`config.mk`:
```
export PLATFORM = sky130hd
export DESIGN_NAME = ula_muldiv
export DESIGN_NICKNAME = d
export VERILOG_FILES = /design/src/rtl/ula_muldiv.sv
export SDC_FILE = /design/constraint.sdc
export NUM_CORES = 1
export LEC_CHECK = 0
export ABC_AREA = 1
export ABC_CLOCK_PERIOD_IN_PS = 5400
export CAP_MARGIN = 20
export CORE_AREA = 3 3 294 180
export CTS_BUF_LIST = sky130_fd_sc_hd__clkbuf_4
export DETAILED_ROUTE_END_ITERATION = 10
export DIE_AREA = 0 0 297 183
export GPL_TIMING_DRIVEN = 0
export SLEW_MARGIN = 10
export SYNTH_ARGS = -nofsm -noshare
export SYNTH_HDL_FRONTEND = slang
export SYNTH_SLANG_ARGS = --single-unit
```
`constraint.sdc`:
```
create_clock -name clk -period 5.4 [get_ports clk]
set_clock_uncertainty 0.15 [all_clocks]
set_input_delay 1.08 -clock clk [delete_from_list [all_inputs] [get_ports clk]]
set_output_delay 1.08 -clock clk [all_outputs]
set_load 0.01 [all_outputs]
```
`src/rtl/ula_muldiv.sv`:
```
// Iterative multiply/divide unit with HI/LO registers for the MIPS datapath.
// Shift-add multiply and restoring divide, one step per cycle, sign fix-up in a final state.
module ula_muldiv #(
  parameter int WIDTH = 32
) (
  input  logic             clk,
  input  logic             rst_n,
  input  logic             en,
  input  logic [3:0]       ALUOp,
  input  logic [5:0]       func,
  input  logic [WIDTH-1:0] a,
  input  logic [WIDTH-1:0] b,
  output logic             busy,
  output logic             stall,
  output logic [WIDTH-1:0] mf_data,
  output logic [WIDTH-1:0] hi,
  output logic [WIDTH-1:0] lo,
  output logic             div_zero
);

  localparam logic [5:0] F_MFHI  = 6'b010000;
  localparam logic [5:0] F_MTHI  = 6'b010001;
  localparam logic [5:0] F_MFLO  = 6'b010010;
  localparam logic [5:0] F_MTLO  = 6'b010011;
  localparam logic [5:0] F_MULT  = 6'b011000;
  localparam logic [5:0] F_MULTU = 6'b011001;
  localparam logic [5:0] F_DIV   = 6'b011010;
  localparam logic [5:0] F_DIVU  = 6'b011011;
  localparam logic [WIDTH-1:0] CNT_INIT = (WIDTH)'(WIDTH - 1);

  typedef enum logic [1:0] {S_IDLE, S_CALC, S_SIGN} state_t;

  state_t           state_reg, state_next;
  logic [WIDTH-1:0] hi_reg, lo_reg;
  logic             dz_reg;
  logic [WIDTH-1:0] acc_reg, q_reg, m_reg, count_reg;
  logic             is_div_reg, neg_q_reg, neg_r_reg;

  logic rtype, is_mult, is_div, md_op, hl_op, accept, sgn, b_zero;
  logic [WIDTH-1:0] abs_a, abs_b;

  assign rtype   = en && (ALUOp == 4'b1111);
  assign is_mult = rtype && (func == F_MULT || func == F_MULTU);
  assign is_div  = rtype && (func == F_DIV || func == F_DIVU);
  assign md_op   = is_mult || is_div;
  assign hl_op   = rtype && (func == F_MFHI || func == F_MTHI || func == F_MFLO || func == F_MTLO);
  assign busy    = (state_reg != S_IDLE);
  assign stall   = busy && (md_op || hl_op);
  assign accept  = md_op && !busy;
  // MULT and DIV are the signed forms: funct bit 0 clear
  assign sgn     = !func[0];
  assign b_zero  = (b == '0);
  assign abs_a   = (sgn && a[WIDTH-1]) ? -a : a;
  assign abs_b   = (sgn && b[WIDTH-1]) ? -b : b;

  assign hi       = hi_reg;
  assign lo       = lo_reg;
  assign div_zero = dz_reg;
  assign mf_data  = (rtype && func == F_MFHI) ? hi_reg :
                    (rtype && func == F_MFLO) ? lo_reg : '0;

  // One iteration step: acc holds product-high / partial remainder, q holds multiplier / quotient
  logic [WIDTH:0]     mul_sum, div_shift, div_diff;
  logic [WIDTH-1:0]   acc_step, q_step;
  logic [2*WIDTH-1:0] prod, prod_fix;
  logic [WIDTH-1:0]   hi_fin, lo_fin;

  always_comb begin
    mul_sum   = {1'b0, acc_reg} + (q_reg[0] ? {1'b0, m_reg} : '0);
    div_shift = {acc_reg, q_reg[WIDTH-1]};
    div_diff  = div_shift - {1'b0, m_reg};
    acc_step  = mul_sum[WIDTH:1];
    q_step    = {mul_sum[0], q_reg[WIDTH-1:1]};
    if (is_div_reg) begin
      if (!div_diff[WIDTH]) begin
        acc_step = div_diff[WIDTH-1:0];
        q_step   = {q_reg[WIDTH-2:0], 1'b1};
      end else begin
        acc_step = div_shift[WIDTH-1:0];
        q_step   = {q_reg[WIDTH-2:0], 1'b0};
      end
    end
    prod     = {acc_reg, q_reg};
    prod_fix = neg_q_reg ? -prod : prod;
    hi_fin   = prod_fix[2*WIDTH-1:WIDTH];
    lo_fin   = prod_fix[WIDTH-1:0];
    if (is_div_reg) begin
      hi_fin = neg_r_reg ? -acc_reg : acc_reg;
      lo_fin = neg_q_reg ? -q_reg : q_reg;
    end
  end

  always_ff @(posedge clk or negedge rst_n) begin
    if (!rst_n) state_reg <= S_IDLE;
    else        state_reg <= state_next;
  end

  always_comb begin
    state_next = state_reg;
    case (state_reg)
      S_IDLE: if (accept && !(is_div && b_zero)) state_next = S_CALC;
      S_CALC: if (count_reg == '0) state_next = S_SIGN;
      S_SIGN: state_next = S_IDLE;
      default: state_next = S_IDLE;
    endcase
  end

  always_ff @(posedge clk or negedge rst_n) begin
    if (!rst_n) begin
      hi_reg     <= '0;
      lo_reg     <= '0;
      dz_reg     <= 1'b0;
      acc_reg    <= '0;
      q_reg      <= '0;
      m_reg      <= '0;
      count_reg  <= '0;
      is_div_reg <= 1'b0;
      neg_q_reg  <= 1'b0;
      neg_r_reg  <= 1'b0;
    end else begin
      case (state_reg)
        S_IDLE: begin
          if (accept) begin
            dz_reg     <= 1'b0;
            is_div_reg <= is_div;
            neg_q_reg  <= sgn && (a[WIDTH-1] ^ b[WIDTH-1]);
            neg_r_reg  <= sgn && a[WIDTH-1];
            count_reg  <= CNT_INIT;
            acc_reg    <= '0;
            if (is_div && b_zero) begin
              lo_reg <= '1;
              hi_reg <= a;
              dz_reg <= 1'b1;
            end else if (is_div) begin
              q_reg <= abs_a;
              m_reg <= abs_b;
            end else begin
              q_reg <= abs_b;
              m_reg <= abs_a;
            end
          end else if (rtype && func == F_MTHI) begin
            hi_reg <= a;
          end else if (rtype && func == F_MTLO) begin
            lo_reg <= a;
          end
        end
        S_CALC: begin
          acc_reg <= acc_step;
          q_reg   <= q_step;
          if (count_reg != '0) count_reg <= count_reg - 1'b1;
        end
        S_SIGN: begin
          hi_reg <= hi_fin;
          lo_reg <= lo_fin;
        end
        default: ;
      endcase
    end
  end

endmodule

```
==> qor.yml <==
yosys:
  ys_warn_count: 0
  synth_cell_types: 55
  async_reset_ff_frac: 1.00
  synth_area_per_cell_um2: 5.88
  synth_area_um2: 20100
  ys_ff_latch: 198
  synth_edf_count: 0
  syn_inst: 3420
  netlist.area_leader.share: 0.246
  syn_nets: 3568
  ys_seq_area_frac: 0.246
  synth_largest_area_cell: "dfrtp_1"
  yosys-top-cells-area: "dfrtp_1 (25%), nand2_1 (18%), inv_1 (8.7%)"
  ys.flop_type: "dfrtp_1"
clock_tree:
  clk_latency_ps: 740
  cts_root_buf: "clkbuf_4"
  cts_tree: "done"
  cts_resized: 0
  cts_buffer_depth: 2
  cts_hold_buf: 0
  cts_setup_buffers: 0
  clk_pin_slew_ps: 250
  htree_num_levels: 4
  numCtsBuffers: 17
  cts.sinks: 198
sta:
  period_needed_ps: 5150
  grt_setup_unrepaired: "no"
  setup_tns_ps: 0
  worst_slew_pin_slew_ps: 1060
  slew_headroom: 0.286
  hold_viol: 0
  fmax_mhz: 194
  report.final.slew_viol_count: 0
  setup_viol_count_final: 0
  hold_ws_ps: 68.2
  finalCritPeriodShare: 0.954
die:
  die_w_um: 297
  coreArea_um2: 50600
  ios: 176
  chipHeight_um: 183
  rows: 64
  initial_core_util: 0.397
  dieArea_um2: 54400
global_routing:
  antenna_found_initial: 7
  gr-total-overflow: 0
  grt_pass1_vias: 22000
  grt_max_degree: 88
  grtUsageTotal: 0.383
  grt_pass1_wl_mm: 152
detailed_routing:
  vias: 25000
  drcViolationCount: 0
  met2_length_mm: 35.2
  firstDrtPassIters: 6
  wl_mm: 107
  ant_nets: 0
  drt-met1-wl_mm: 49.9
  via_per_inst: 5.77
  avgRoutedWirePerCell_um: 24.7
  highest_layer: "met5"
  route.met3.wl_mm: 19.9
  drtIter0Drc: 3697
power_and_ir_drop:
  p_sw_w: 0.00471
  netSwitchingFraction: 0.589
  pwr-share-seq: 0.297
  ir_drop_uv: 148
  p_leak_nw: 11.5
  combPwrFrac: 0.581
  p_int_w: 0.00329
  power.density_nw_per_um2: 346
  power_frac_clock: 0.122
finish:
  stdcell_count: 4323
  syn_to_final_growth_pct: 14.9
  nNetsFinal: 3764
  fin_util: 0.457
  drive_gt1_frac: 0.0408
  fill_cells: 5665
  design_area_um2: 23100
critical_path:
  worstPathCellList: "clkdlybuf4s50_1 -> nand3_1 -> nor2_4 -> nand3_1 -> nor2_1 -> nand3_1 -> clkbuf_1 -> o22ai_1 -> clkdlybuf4s50_1"
  slowest_delay_ps: 580
  crit_path_top_delay_cell: "clkdlybuf4s50_1"
  path_buf_inv: 3
  cp.required_ps: 4170
  cp_max_fo: 10
  reg2reg_setup_slack_ps: 1320
  critPathArrivalTime_ps: 3920
  start_kind: "primary input"
  crit_type: "primary input to output pin"
  critical_path.top_delay_family: "buffers and inverters"
  end_kind: "output pin"
  path_common_cell: "nand3_1"
placement:
  dp_cells: 4289
  dp_hpwl_mm: 89.7
  placed_cell_area_um2: 22800
  gp_congestion: 1.07
  port_buffers: 174
run:
  maxCapViolCount: 0
hold_path:
  holdCritPathClass: "primary input to async pin"
status:
  status: "finished clean"
[metrics by stage]
step | power, W | setup WS, ps
2_1_floorplan | 0.00482 | 2020
3_3_place_gp | 0.00668 | -6160
3_5_place_dp | 0.00663 | 319
4_1_cts | 0.00759 | 311
5_1_grt | 0.00836 | 95.2
6_report | 0.00800 | 249
[layout make-up]
| type | instances | area (µm²) | share of cell area |
|---|---|---|---|
| diodes | 2 | 5.00 | 0.000217 |
| plain buffers | 113 | 513 | 0.0222 |
| clock buffers | 17 | 128 | 0.00552 |
| clock inverters | 14 | 184 | 0.00796 |
| inverters | 485 | 1820 | 0.0788 |
| multi-input cells | 2624 | 12800 | 0.555 |
| flip-flops and latches | 198 | 4950 | 0.214 |
| well taps | 693 | 867 | 0.0375 |
| repair buffers | 177 | 1820 | 0.0785 |
[power groups by stage]
stage	logic, W	clock network (W)	registers [W]
after floorplan	0.00287	0	0.00195
after global placement	0.00437	0	0.00231
after detailed placement	0.00432	0	0.00230
after CTS	0.00435	0.000971	0.00227
after global routing	0.00500	0.00103	0.00233
final	0.00465	0.000975	0.00237
[placed cells by master, fill, tap and decap left out, types with 53 or more instances in the layout]
cell / instances
inv_1: 468
nor3_1: 53
a21oi_1: 185
nand3_1: 349
dfrtp_1: 198
ha_1: 69
o21ai_0: 285
clkbuf_1: 72
clkdlybuf4s50_1: 173
nand2_1: 964
nor2_1: 379
[synthesized netlist by cell type, types with 8 or more instances]
library cell / instances
xnor2_1: 12
or2_2: 18
clkbuf_1: 72
ha_1: 69
buf_2: 26
o21ai_0: 285
o21a_1: 8
a21boi_0: 16
nand3b_1: 17
inv_2: 15
nand4_1: 45
nor2_4: 10
nand3_2: 9
o21bai_1: 11
a21o_1: 8
a21oi_1: 185
nor2_1: 379
nor3_1: 53
dfrtp_1: 198
o22ai_1: 42
nand2_1: 964
xor2_1: 39
o21ai_1: 16
o211ai_1: 32
nand3_1: 349
inv_1: 468
[worst reg2reg max path, delay by kind of cell (launching register included)]
kind            cells  cell delay, ps
fa+ha+maj           2             810
compound gates      1             610
simple gates       11            1210
flops               1             360
buf+inv             5             880
[path summary, 6_finish.rpt]
kind	cells after the start	endpoint	startpoint
worst max-delay path	9	mf_data[11]	ALUOp[2]
worst min-delay path	1	hi[3]	rst_n
worst max register to register	19	acc_reg[25]	q_reg[0]
worst min register to register	1	count_reg[22]	count_reg[22]
max in group asynchronous	2	m_reg[7]	rst_n
min in group clk	1	count_reg[22]	count_reg[22]
[metal layers]
metal,vias up,GRT usage
met5,-,0
met4,6,0.0693
met3,108,0.221
met2,1742,0.442
met1,11600,0.586
li1,11500,-
[logic make-up after synthesis]
group,after synthesis,synth area share
XOR/XNOR,51,0.0222
adder cells (fa/ha/maj),71,0.0449
AO/OA/AOI/OAI,629,0.172
flip-flops,198,0.246
buffers and inverters,598,0.116
AND/OR/NAND/NOR,1873,0.398
Power figures use the tool's default switching activity.
